$ cat src/rtl/pkcs7_unstacker_pkg.sv
// Shared types and helpers for the PKCS#7 unstacker.
// Block/word geometry, FSM state and strobe generation.
package pkcs7_pkg;

  localparam int BLOCK_BYTES = 16;
  localparam int WORD_BYTES  = 4;
  localparam int BLOCK_WORDS = BLOCK_BYTES / WORD_BYTES;

  typedef enum logic {
    IDLE = 1'b0,
    EMIT = 1'b1
  } state_e;

  // byte b of word w is live when its block offset is below keep
  function automatic logic [3:0] strb_from_keep(
    input logic [4:0] keep,
    input logic [1:0] w
  );
    logic [3:0] s;
    int         idx;
    s = '0;
    for (int b = 0; b < WORD_BYTES; b++) begin
      idx  = WORD_BYTES * int'(w) + b;
      s[b] = (idx < int'(keep));
    end
    return s;
  endfunction

  // index of the last word to emit for a given keep count
  function automatic logic [1:0] final_idx(
    input logic [4:0] keep
  );
    logic [4:0] km1;
    km1 = keep - 5'd1;
    return (keep == 5'd0) ? 2'd0 : km1[3:2];
  endfunction

endpackage

$ cat src/rtl/pkcs7_unstacker_if.sv
// Block-in / word-out stream bundle of the unstacker.
// slave = unstacker view, master = producer/consumer view.
interface pkcs7_unstacker_if;

  logic         valid_i;
  logic         ready_o;
  logic [127:0] block_i;
  logic         last_i;
  logic         valid_o;
  logic         ready_i;
  logic [31:0]  word_o;
  logic [3:0]   strb_o;
  logic         last_o;

  modport slave (
    input  valid_i,
    input  block_i,
    input  last_i,
    input  ready_i,
    output ready_o,
    output valid_o,
    output word_o,
    output strb_o,
    output last_o
  );

  modport master (
    output valid_i,
    output block_i,
    output last_i,
    output ready_i,
    input  ready_o,
    input  valid_o,
    input  word_o,
    input  strb_o,
    input  last_o
  );

endinterface

$ cat src/rtl/pkcs7_unstacker_pad_checker.sv
// Combinational PKCS#7 trailer check on a 128-bit block.
// keep is the count of payload bytes (16 when padding is malformed).
module pkcs7_pad_checker
  import pkcs7_pkg::*;
(
  input  logic [127:0] block_i,
  output logic         good_o,
  output logic [4:0]   keep_o
);

  logic [7:0] n;
  logic [7:0] byte_k;

  assign n = block_i[127:120];

  always_comb begin
    good_o = (n >= 8'd1) && (n <= 8'd16);
    byte_k = '0;
    for (int k = 0; k < BLOCK_BYTES; k++) begin
      byte_k = block_i[8*k +: 8];
      if ((k >= BLOCK_BYTES - int'(n)) && (byte_k != n))
        good_o = 1'b0;
    end
  end

  logic [7:0] keep_full;
  assign keep_full = 8'd16 - n;
  assign keep_o    = good_o ? keep_full[4:0] : 5'd16;

endmodule

$ cat src/rtl/pkcs7_unstacker.sv
// Splits 128-bit plaintext blocks into 32-bit words,
// stripping PKCS#7 padding from the final block.
module pkcs7_unstacker
  import pkcs7_pkg::*;
#(
  parameter bit STRIP_EN = 1'b1,
  parameter bit ERR_PASS = 1'b1
) (
  input  logic clk_i,
  input  logic rst_ni,
  input  logic clr_i,
  input  logic enable_i,
  pkcs7_unstacker_if.slave bus,
  output logic pad_err_o
);

  state_e       state_q, state_d;
  logic [1:0]   cnt_q, cnt_d;
  logic [1:0]   fin_q, fin_d;
  logic [127:0] block_q, block_d;
  logic         last_q, last_d;
  logic [4:0]   keep_q, keep_d;
  logic         err_q, err_d;

  logic         chk_good;
  logic [4:0]   chk_keep;

  pkcs7_pad_checker u_chk (
    .block_i (bus.block_i),
    .good_o  (chk_good),
    .keep_o  (chk_keep)
  );

  logic live;
  logic emit;
  logic final_w;
  logic acc;
  logic hs;
  logic strip;
  logic bad;
  logic [4:0] keep_new;

  assign live    = rst_ni && !clr_i && enable_i;
  assign emit    = (state_q == EMIT);
  assign final_w = (cnt_q == fin_q);

  assign bus.ready_o = live &&
    (!emit || (final_w && bus.ready_i));
  assign bus.valid_o = live && emit;

  assign acc = bus.valid_i && bus.ready_o;
  assign hs  = bus.valid_o && bus.ready_i;

  assign strip = STRIP_EN && bus.last_i;
  assign bad   = strip && !chk_good;

  // bad trailer: pass whole block or collapse to a terminator
  always_comb begin
    keep_new = 5'd16;
    if (strip) begin
      if (chk_good)      keep_new = chk_keep;
      else if (!ERR_PASS) keep_new = 5'd0;
    end
  end

  always_comb begin
    state_d = state_q;
    cnt_d   = cnt_q;
    fin_d   = fin_q;
    block_d = block_q;
    last_d  = last_q;
    keep_d  = keep_q;
    err_d   = err_q;
    if (acc) begin
      state_d = EMIT;
      cnt_d   = 2'd0;
      fin_d   = final_idx(keep_new);
      block_d = bus.block_i;
      last_d  = bus.last_i;
      keep_d  = keep_new;
      err_d   = err_q | bad;
    end else if (hs) begin
      if (final_w) state_d = IDLE;
      else         cnt_d   = cnt_q + 2'd1;
    end
  end

  always_ff @(posedge clk_i) begin
    if (!rst_ni || clr_i) begin
      state_q <= IDLE;
      cnt_q   <= '0;
      fin_q   <= '0;
      block_q <= '0;
      last_q  <= 1'b0;
      keep_q  <= '0;
      err_q   <= 1'b0;
    end else if (enable_i) begin
      state_q <= state_d;
      cnt_q   <= cnt_d;
      fin_q   <= fin_d;
      block_q <= block_d;
      last_q  <= last_d;
      keep_q  <= keep_d;
      err_q   <= err_d;
    end
  end

  assign bus.word_o = (keep_q == 5'd0) ? 32'h0
                    : block_q[{cnt_q, 5'b0} +: 32];
  assign bus.strb_o = strb_from_keep(keep_q, cnt_q);
  assign bus.last_o = emit && last_q && final_w;
  assign pad_err_o  = err_q;

endmodule

$ cat src/flat_wrapper.sv
// flat-port wrapper written by rule: the top's interface ports become plain ports
module pkcs7_unstacker_flat import pkcs7_pkg::*;
#(
  parameter bit STRIP_EN = 1'b1,
  parameter bit ERR_PASS = 1'b1
)
  (clk_i, rst_ni, clr_i, enable_i, pad_err_o, bus_valid_i, bus_block_i, bus_last_i, bus_ready_i, bus_ready_o, bus_valid_o, bus_word_o, bus_strb_o, bus_last_o);
  pkcs7_unstacker_if bus_i ();
  input  logic clk_i;
  input  logic rst_ni;
  input  logic clr_i;
  input  logic enable_i;
  output logic pad_err_o;
  input wire logic [$bits(bus_i.valid_i)-1:0] bus_valid_i;
  input wire logic [$bits(bus_i.block_i)-1:0] bus_block_i;
  input wire logic [$bits(bus_i.last_i)-1:0] bus_last_i;
  input wire logic [$bits(bus_i.ready_i)-1:0] bus_ready_i;
  output wire logic [$bits(bus_i.ready_o)-1:0] bus_ready_o;
  output wire logic [$bits(bus_i.valid_o)-1:0] bus_valid_o;
  output wire logic [$bits(bus_i.word_o)-1:0] bus_word_o;
  output wire logic [$bits(bus_i.strb_o)-1:0] bus_strb_o;
  output wire logic [$bits(bus_i.last_o)-1:0] bus_last_o;
  assign bus_i.valid_i = bus_valid_i;
  assign bus_i.block_i = bus_block_i;
  assign bus_i.last_i = bus_last_i;
  assign bus_i.ready_i = bus_ready_i;
  assign bus_ready_o = bus_i.ready_o;
  assign bus_valid_o = bus_i.valid_o;
  assign bus_word_o = bus_i.word_o;
  assign bus_strb_o = bus_i.strb_o;
  assign bus_last_o = bus_i.last_o;
  pkcs7_unstacker #(.STRIP_EN(STRIP_EN), .ERR_PASS(ERR_PASS)) u_core (.clk_i(clk_i), .rst_ni(rst_ni), .clr_i(clr_i), .enable_i(enable_i), .bus(bus_i), .pad_err_o(pad_err_o));
endmodule
$ cat config.mk
export PLATFORM = sky130hd
export DESIGN_NAME = pkcs7_unstacker_flat
export DESIGN_NICKNAME = d
export VERILOG_FILES = /design/src/rtl/pkcs7_unstacker_pkg.sv /design/src/rtl/pkcs7_unstacker_if.sv /design/src/rtl/pkcs7_unstacker_pad_checker.sv /design/src/rtl/pkcs7_unstacker.sv /design/src/flat_wrapper.sv
export SDC_FILE = /design/constraint.sdc
export NUM_CORES = 1
export LEC_CHECK = 0
export CAP_MARGIN = 40
export CORE_UTILIZATION = 40
export DETAILED_ROUTE_END_ITERATION = 16
export HOLD_SLACK_MARGIN = 0.15
export PLACE_DENSITY = 0.71
export SETUP_SLACK_MARGIN = 0.1
export SYNTH_ARGS = -nofsm -noshare
export SYNTH_HDL_FRONTEND = slang
export SYNTH_SLANG_ARGS = --single-unit
$ cat constraint.sdc
create_clock -name clk_i -period 13.3 [get_ports clk_i]
set_clock_uncertainty 0.2 [all_clocks]
set_input_delay 2.66 -clock clk_i [delete_from_list [all_inputs] [get_ports clk_i]]
set_output_delay 2.66 -clock clk_i [all_outputs]
set_load 0.02 [all_outputs]
==> metrics.txt, run 1 <==
# TYPE chip_impl_metric gauge
chip_impl_metric{name="path_clk_slew",unit="ns"} 0.06
chip_impl_info{name="yosys-top-cells-count",value="282 x nand2_1, 140 x dfxtp_1, 84 x nand3_1"} 1
chip_impl_metric{name="drive_gt1_frac",unit=""} 0.0835
chip_impl_metric{name="final-seq-area",unit="sq mm"} 0.00281
chip_impl_metric{name="drtAntennaViolNets",unit=""} 0
chip_impl_metric{name="total_power",unit="W"} 0.00105
chip_impl_metric{name="required",unit="ns"} 10.44
chip_impl_info{name="ys.flop_type",value="dfxtp_1"} 1
chip_impl_metric{name="port_bufs",unit=""} 174
chip_impl_metric{name="worstPathMaxFanout",unit=""} 3
chip_impl_metric{name="max_freq",unit="MHz"} 136
chip_impl_metric{name="route.detailed.wl_per_inst",unit="um"} 17.8
chip_impl_metric{name="synth_area_per_cell",unit="sq um"} 8.08
chip_impl_metric{name="report.final.hold_viol_count",unit=""} 0
chip_impl_metric{name="pins_over_their_slew_limit",unit=""} 0
chip_impl_metric{name="numClockSinks",unit=""} 140
chip_impl_info{name="rsz_0062_raised_after_global_routing",value="no"} 1
chip_impl_info{name="cts_tree",value="done"} 1
chip_impl_metric{name="slew-limit-headroom",unit=""} 0.472
chip_impl_info{name="synth.area.top_cells",value="dfxtp_1 34%, nand2_1 13%, mux4_2 8.7%"} 1
chip_impl_metric{name="cts_inserted_buffers",unit=""} 17
chip_impl_metric{name="syn-instance-count",unit=""} 1024
chip_impl_metric{name="overall_die_area",unit="sq mm"} 0.0213
chip_impl_info{name="worst_hold_path_type",value="register to register"} 1
chip_impl_metric{name="maximum_capacitance_violations",unit=""} 0
chip_impl_metric{name="postCtsResizedCells",unit=""} 0
chip_impl_metric{name="final.period_utilization",unit=""} 0.552
chip_impl_metric{name="ctsHtreeMaxLevel",unit=""} 4
chip_impl_metric{name="arrival",unit="ns"} 4.47
chip_impl_metric{name="footprint_of_the_multi_input_gates",unit="sq mm"} 0.00509
chip_impl_metric{name="netlist.area_leader.share",unit=""} 0.339
chip_impl_metric{name="finalWeightedCongestion",unit=""} 0.905
chip_impl_metric{name="num_rows",unit=""} 52
chip_impl_metric{name="die_width",unit="um"} 146
chip_impl_metric{name="via_per_inst",unit=""} 5.42
chip_impl_metric{name="finalCriticalPeriod",unit="ns"} 7.33
chip_impl_metric{name="yosys.cell_types.count",unit=""} 69
chip_impl_info{name="run_status",value="finished, final reports clean"} 1
chip_impl_metric{name="global_route.usage.total",unit=""} 0.244
chip_impl_metric{name="grt_start_max_net_pins",unit=""} 82
chip_impl_metric{name="placeableCoreArea",unit="sq mm"} 0.0202
chip_impl_metric{name="number_of_global_route_vias_before_repair",unit=""} 7414
chip_impl_metric{name="worst_skew_pair.late_latency",unit="ns"} 0.42
chip_impl_info{name="timing_worst_setup_path_type",value="input port to output pin"} 1
chip_impl_metric{name="syn_area",unit="sq mm"} 0.00828
chip_impl_metric{name="drt_wl_total",unit="um"} 25500
chip_impl_metric{name="global_route.overflow_total",unit=""} 0
chip_impl_metric{name="synth-async-reset-ratio",unit=""} 0
chip_impl_info{name="post-synth-top-area-cell",value="dfxtp_1"} 1
chip_impl_metric{name="sequential_element_share_of_the_synthesized_area",unit=""} 0.339
chip_impl_metric{name="area_delta_synth_final",unit="%"} 29.6
chip_impl_metric{name="ctsHoldBuffers",unit=""} 0
chip_impl_metric{name="number_of_enable_flip_flop_cells_after_synthesis",unit=""} 0
chip_impl_info{name="clockRootBuffer",value="clkbuf_16"} 1
chip_impl_metric{name="count_of_boundary_i_o_pins",unit=""} 175
chip_impl_metric{name="irDropWorstVdd",unit="mV"} 0.0876
chip_impl_info{name="post-synth-top-count-cell",value="nand2_1"} 1
chip_impl_info{name="kind_of_capture_point_of_the_worst_setup_path",value="output pin"} 1
chip_impl_metric{name="power_per_cell_area",unit="mW/mm^2"} 98.1
chip_impl_metric{name="postSynthRegisterBits",unit=""} 140
chip_impl_metric{name="die_h",unit="um"} 146
chip_impl_metric{name="routed_vias",unit=""} 7762
chip_impl_metric{name="yosysWarnings",unit=""} 0
chip_impl_metric{name="drtPass1Iterations",unit=""} 4
chip_impl_metric{name="floorplan.initialDensity",unit=""} 0.409
chip_impl_metric{name="antenna_cells",unit=""} 0
chip_impl_metric{name="post_cts.repair.setup_buffers",unit=""} 0
chip_impl_metric{name="hpwl",unit="um"} 17100
chip_impl_metric{name="detail_route.drc_violations",unit=""} 0
chip_impl_metric{name="setup_violations",unit=""} 0
chip_impl_metric{name="postSynthNetCount",unit=""} 1168
chip_impl_metric{name="setup-tns-final",unit="ns"} 0
chip_impl_metric{name="antenna_found_initial",unit=""} 0
chip_impl_metric{name="cts-root-to-sink-buffers",unit=""} 2
chip_impl_metric{name="first_iter_violations",unit=""} 666
chip_impl_metric{name="timing_worst_slew_pin_value",unit="ns"} 0.787
chip_impl_info{name="critical_path.startpoint_type",value="input port"} 1
chip_impl_metric{name="fillers",unit=""} 1844
chip_impl_metric{name="grt_first_pass_wirelength",unit="um"} 40700
chip_impl_metric{name="layout.nets",unit=""} 1294
chip_impl_metric{name="leakage",unit="nW"} 3.98
-- final timing paths --
kind	startpoint	endpoint	slack [ns]	cells past startpoint
hold / removal	u_core.block_q[80]	u_core.block_q[80]	0.25	2
setup / recovery	rst_ni	bus_ready_o	5.97	6
hold reg to reg	u_core.block_q[80]	u_core.block_q[80]	0.25	2
setup reg to reg	u_core.cnt_q[0]	u_core.block_q[20]	9.64	9
-- cells by family (layout without fill, tap and decap cells) --
kind of cell,Yosys count,in the layout,share of synthesized area
AOI/OAI and AO/OA,133,133,0.106
xor gates and xnor gates,129,129,0.137
adders and majority gates,9,9,0.0136
buffers and inverters,96,233,0.0496
DFF,140,140,0.339
muxes,33,33,0.0884
and+or+nand+nor,484,484,0.266
-- worst max-delay path: stages --
cell and delay (ns):
clkdlybuf4s50_1 0.50, nor2b_4 0.14, buf_4 0.14, nand2_1 0.06, a21oi_1 0.30, clkdlybuf4s50_1 0.67
-- through the flow --
stage                      util  hold slack, ns  instances  worst slack [ns]  area, sq um
after floorplan               -           0.216       1024              6.79         8280
after global placement    0.501           0.239       1400              5.32        10100
after detailed placement  0.502           0.242       1401              5.95        10200
after CTS                 0.530           0.251       1431              5.95        10700
after global routing      0.530           0.261       1431              5.85        10700
final                     0.530           0.250       1431              5.97        10700
-- state kept, by name, indices dropped and copies added, names as in the netlist --
register and count:
u_core.cnt_q 2, u_core.fin_q 2, u_core.keep_q 5, u_core.emit 1, u_core.last_q 1, u_core.block_q 128, u_core.pad_err_o 1
-- layer usage --
layer,up-vias,track usage,part of all wire
met5,-,0,0
met4,0,0.0832,0.019
met3,36,0.0439,0.068
met2,323,0.375,0.46
met1,3660,0.342,0.45
li1,3743,-,-
-- layout by cell type, fill, tap and decap left out, types with 19 or more instances in the layout --
cell type | Yosys | routed
nor2b_1 | 35 | 34
dfxtp_1 | 140 | 138
mux4_2 | 32 | 32
clkdlybuf4s50_1 | 0 | 173
a21oi_1 | 63 | 63
nand3_1 | 84 | 84
xor2_1 | 76 | 76
nand2_1 | 282 | 281
nor2_1 | 19 | 19
xnor2_1 | 52 | 52
nor4_1 | 24 | 24
-- report_power, final --
group	switching [W]	total (W)	internal, W	leakage (nW)
sequential	0.00000381	0.000431	0.000427	1.13
clock	0.000183	0.000460	0.000277	0.273
combinational	0.0000865	0.000161	0.0000747	2.57
total	0.000274	0.00105	0.000778	3.98
-- final cells by class --
class / count / area share
clock buffer: 18 / 0.0410
clock inverter: 12 / 0.0117
inverter: 13 / 0.00455
multi-input combinational: 788 / 0.475
sequential: 140 / 0.262
tap: 270 / 0.0315
timing repair buffer: 190 / 0.175
No activity file was read; power rests on OpenSTA's default activity.
==> run 2: changes to the inputs <==
--- a/config.mk
+++ b/config.mk
@@ -9,7 +9,7 @@
 export CORE_UTILIZATION = 40
 export DETAILED_ROUTE_END_ITERATION = 16
 export HOLD_SLACK_MARGIN = 0.15
-export PLACE_DENSITY = 0.71
+export PLACE_DENSITY = 0.74
 export SETUP_SLACK_MARGIN = 0.1
 export SYNTH_ARGS = -nofsm -noshare
 export SYNTH_HDL_FRONTEND = slang
==> constraint.sdc (replaced) <==
create_clock -name clk_i -period 6.37 [get_ports clk_i]
set_clock_uncertainty 0.2 [all_clocks]
set_input_delay 1.274 -clock clk_i [delete_from_list [all_inputs] [get_ports clk_i]]
set_output_delay 1.274 -clock clk_i [all_outputs]
set_load 0.02 [all_outputs]
==> metrics.txt, run 2 (synthesis results as in run 1) <==
# TYPE chip_impl_metric gauge
chip_impl_metric{name="finalWeightedCongestion",unit=""} 0.905
chip_impl_metric{name="power_per_cell_area",unit="mW/mm^2"} 203
chip_impl_metric{name="irDropWorstVdd",unit="mV"} 0.186
chip_impl_metric{name="combinationalPowerShare",unit=""} 0.157
chip_impl_metric{name="timing_worst_slew_pin_value",unit="ns"} 0.932
chip_impl_metric{name="via_per_inst",unit=""} 5.49
chip_impl_metric{name="power.switching_fraction",unit=""} 0.261
chip_impl_metric{name="worstPathMaxFanout",unit=""} 15
chip_impl_info{name="largest-register",value="u_core.block_q"} 1
chip_impl_info{name="rsz_0062_raised_after_global_routing",value="no"} 1
chip_impl_info{name="mostFrequentLayoutCell",value="nand2_1"} 1
chip_impl_metric{name="total_power",unit="W"} 0.00218
chip_impl_metric{name="cts_inserted_buffers",unit=""} 17
chip_impl_metric{name="required",unit="ns"} 6.45
chip_impl_metric{name="first_iter_violations",unit=""} 664
chip_impl_metric{name="antenna_cells",unit=""} 0
chip_impl_metric{name="post_cts.repair.setup_buffers",unit=""} 0
chip_impl_info{name="worst_hold_path_type",value="register to register"} 1
chip_impl_metric{name="die_width",unit="um"} 146
chip_impl_info{name="cts_tree",value="done"} 1
chip_impl_metric{name="largest_reg_flops",unit=""} 128
chip_impl_info{name="largestRegisters",value="u_core.block_q x128, u_core.keep_q x5"} 1
chip_impl_metric{name="area_delta_synth_final",unit="%"} 29.5
chip_impl_metric{name="drt_wl_total",unit="um"} 26600
chip_impl_metric{name="setup_violations",unit=""} 0
chip_impl_metric{name="report.final.hold_viol_count",unit=""} 0
chip_impl_metric{name="grt_start_max_net_pins",unit=""} 82
chip_impl_metric{name="p_int",unit="W"} 0.00161
chip_impl_metric{name="min_path_cells",unit=""} 2
chip_impl_metric{name="overall_die_area",unit="sq mm"} 0.0213
chip_impl_metric{name="fin_cells",unit=""} 1435
chip_impl_metric{name="reg2reg_slack",unit="ns"} 2.96
chip_impl_info{name="critical_path.startpoint_type",value="input port"} 1
chip_impl_info{name="timing_worst_setup_path_type",value="input port to register"} 1
chip_impl_info{name="clockRootBuffer",value="clkbuf_16"} 1
chip_impl_metric{name="grt_first_pass_wirelength",unit="um"} 41900
chip_impl_metric{name="postLayoutCoreUtil",unit=""} 0.530
chip_impl_metric{name="power.net_switching",unit="W"} 0.000570
chip_impl_metric{name="detail_route.drc_violations",unit=""} 0
chip_impl_metric{name="maximum_capacitance_violations",unit=""} 0
chip_impl_metric{name="max_freq",unit="MHz"} 195
chip_impl_metric{name="path_clk_slew",unit="ns"} 0.06
chip_impl_metric{name="ctsHoldBuffers",unit=""} 0
chip_impl_metric{name="drtPass1Iterations",unit=""} 5
chip_impl_metric{name="hold-worst-slack",unit="ns"} 0.247
chip_impl_info{name="most-common-layout-cells",value="281 x nand2_1, 173 x clkdlybuf4s50_1, 138 x dfxtp_1"} 1
chip_impl_metric{name="global_route.overflow_total",unit=""} 0
chip_impl_metric{name="drive_gt1_frac",unit=""} 0.0833
chip_impl_metric{name="finalCriticalPeriod",unit="ns"} 5.12
chip_impl_metric{name="numClockSinks",unit=""} 140
chip_impl_metric{name="global_route.usage.total",unit=""} 0.253
chip_impl_metric{name="antenna_found_initial",unit=""} 0
chip_impl_metric{name="floorplan.initialDensity",unit=""} 0.409
chip_impl_metric{name="layout.nets",unit=""} 1297
chip_impl_metric{name="arrival",unit="ns"} 5.20
chip_impl_metric{name="die_h",unit="um"} 146
chip_impl_metric{name="placeableCoreArea",unit="sq mm"} 0.0202
chip_impl_metric{name="postCtsResizedCells",unit=""} 0
chip_impl_metric{name="worst_skew_pair.late_latency",unit="ns"} 0.43
chip_impl_metric{name="number_of_global_route_vias_before_repair",unit=""} 7603
chip_impl_metric{name="routed_vias",unit=""} 7874
chip_impl_metric{name="drtAntennaViolNets",unit=""} 0
chip_impl_metric{name="placedCellCount",unit=""} 1404
chip_impl_metric{name="slew-limit-headroom",unit=""} 0.378
chip_impl_metric{name="ctsHtreeMaxLevel",unit=""} 4
chip_impl_metric{name="port_bufs",unit=""} 174
chip_impl_metric{name="route.detailed.wl_per_inst",unit="um"} 18.5
chip_impl_metric{name="setup-tns-final",unit="ns"} 0
chip_impl_metric{name="clkPwrFrac",unit=""} 0.431
chip_impl_metric{name="final.period_utilization",unit=""} 0.804
chip_impl_metric{name="num_rows",unit=""} 52
chip_impl_metric{name="pins_over_their_slew_limit",unit=""} 0
chip_impl_metric{name="count_of_boundary_i_o_pins",unit=""} 175
chip_impl_metric{name="cts-root-to-sink-buffers",unit=""} 2
chip_impl_metric{name="reg2regPathDepth",unit=""} 8
chip_impl_metric{name="leakage",unit="nW"} 3.98
chip_impl_metric{name="hpwl",unit="um"} 18600
chip_impl_info{name="kind_of_capture_point_of_the_worst_setup_path",value="register"} 1
chip_impl_metric{name="sequentialPowerShare",unit=""} 0.413
chip_impl_info{name="run_status",value="finished, final reports clean"} 1
## run 2: changes by cell type in the layout (fill, tap and decap cells not counted), moves of 2 or more
cell,before,now
buf_4,15,18
clkbuf_1,0,4
clkbuf_8,1,3
clkinv_4,2,0
## run 2: area by class of cell
cell class | count | area [sq um]
fill | 1864 | 9520
clock buffer | 24 | 482
timing repair buffer | 193 | 1890
multi-input combinational | 788 | 5090
sequential | 140 | 2810
inverter | 13 | 48.8
tap | 270 | 338
clock inverter | 7 | 65.1
## run 2: per-stage QoR
stage / setup WS (ns) / area [sq um]
final: 1.25 / 10700
after global routing: 0.858 / 10700
after CTS: 1.29 / 10700
after detailed placement: 0.855 / 10200
after global placement: 0.909 / 10100
after floorplan: 1.25 / 8280
## run 2: power groups by stage
stage / clock, W / combinational (W) / sequential (W)
6_report: 0.000938 / 0.000342 / 0.000899
5_1_grt: 0.000987 / 0.000365 / 0.000901
4_1_cts: 0.000947 / 0.000339 / 0.000899
3_5_place_dp: 0 / 0.000336 / 0.000918
3_3_place_gp: 0 / 0.000336 / 0.000917
2_1_floorplan: 0 / 0.000175 / 0.000916
## run 2: critical path, stage by stage
cell and delay (ns):
clkdlybuf4s50_1 0.44, inv_1 0.18, ha_1 0.17, buf_4 0.20, or3b_1 0.51, a211o_1 0.37, a21oi_4 0.26, nand2_2 0.10
nor2_1 0.11, ha_1 0.25, nor4_1 0.36, a311oi_1 0.09, o31ai_1 0.27, o21ai_1 0.19, o311ai_0 0.32, a21oi_1 0.11
## run 2: final timing paths
check | startpoint | end
setup / recovery | bus_block_i[120] | u_core.pad_err_o
setup reg to reg | u_core.cnt_q[0] | u_core.block_q[5]
hold reg to reg | u_core.last_q | u_core.last_q
hold / removal | u_core.last_q | u_core.last_q
## run 2: layer usage
layer,part of all wire,track usage,routed length (um),vias up
met1,0.44,0.340,11700,3716
met2,0.46,0.401,12300,374
li1,-,-,-,3741
met5,0,0,0,-
met3,0.078,0.0508,2070,43
met4,0.022,0.0942,597,0
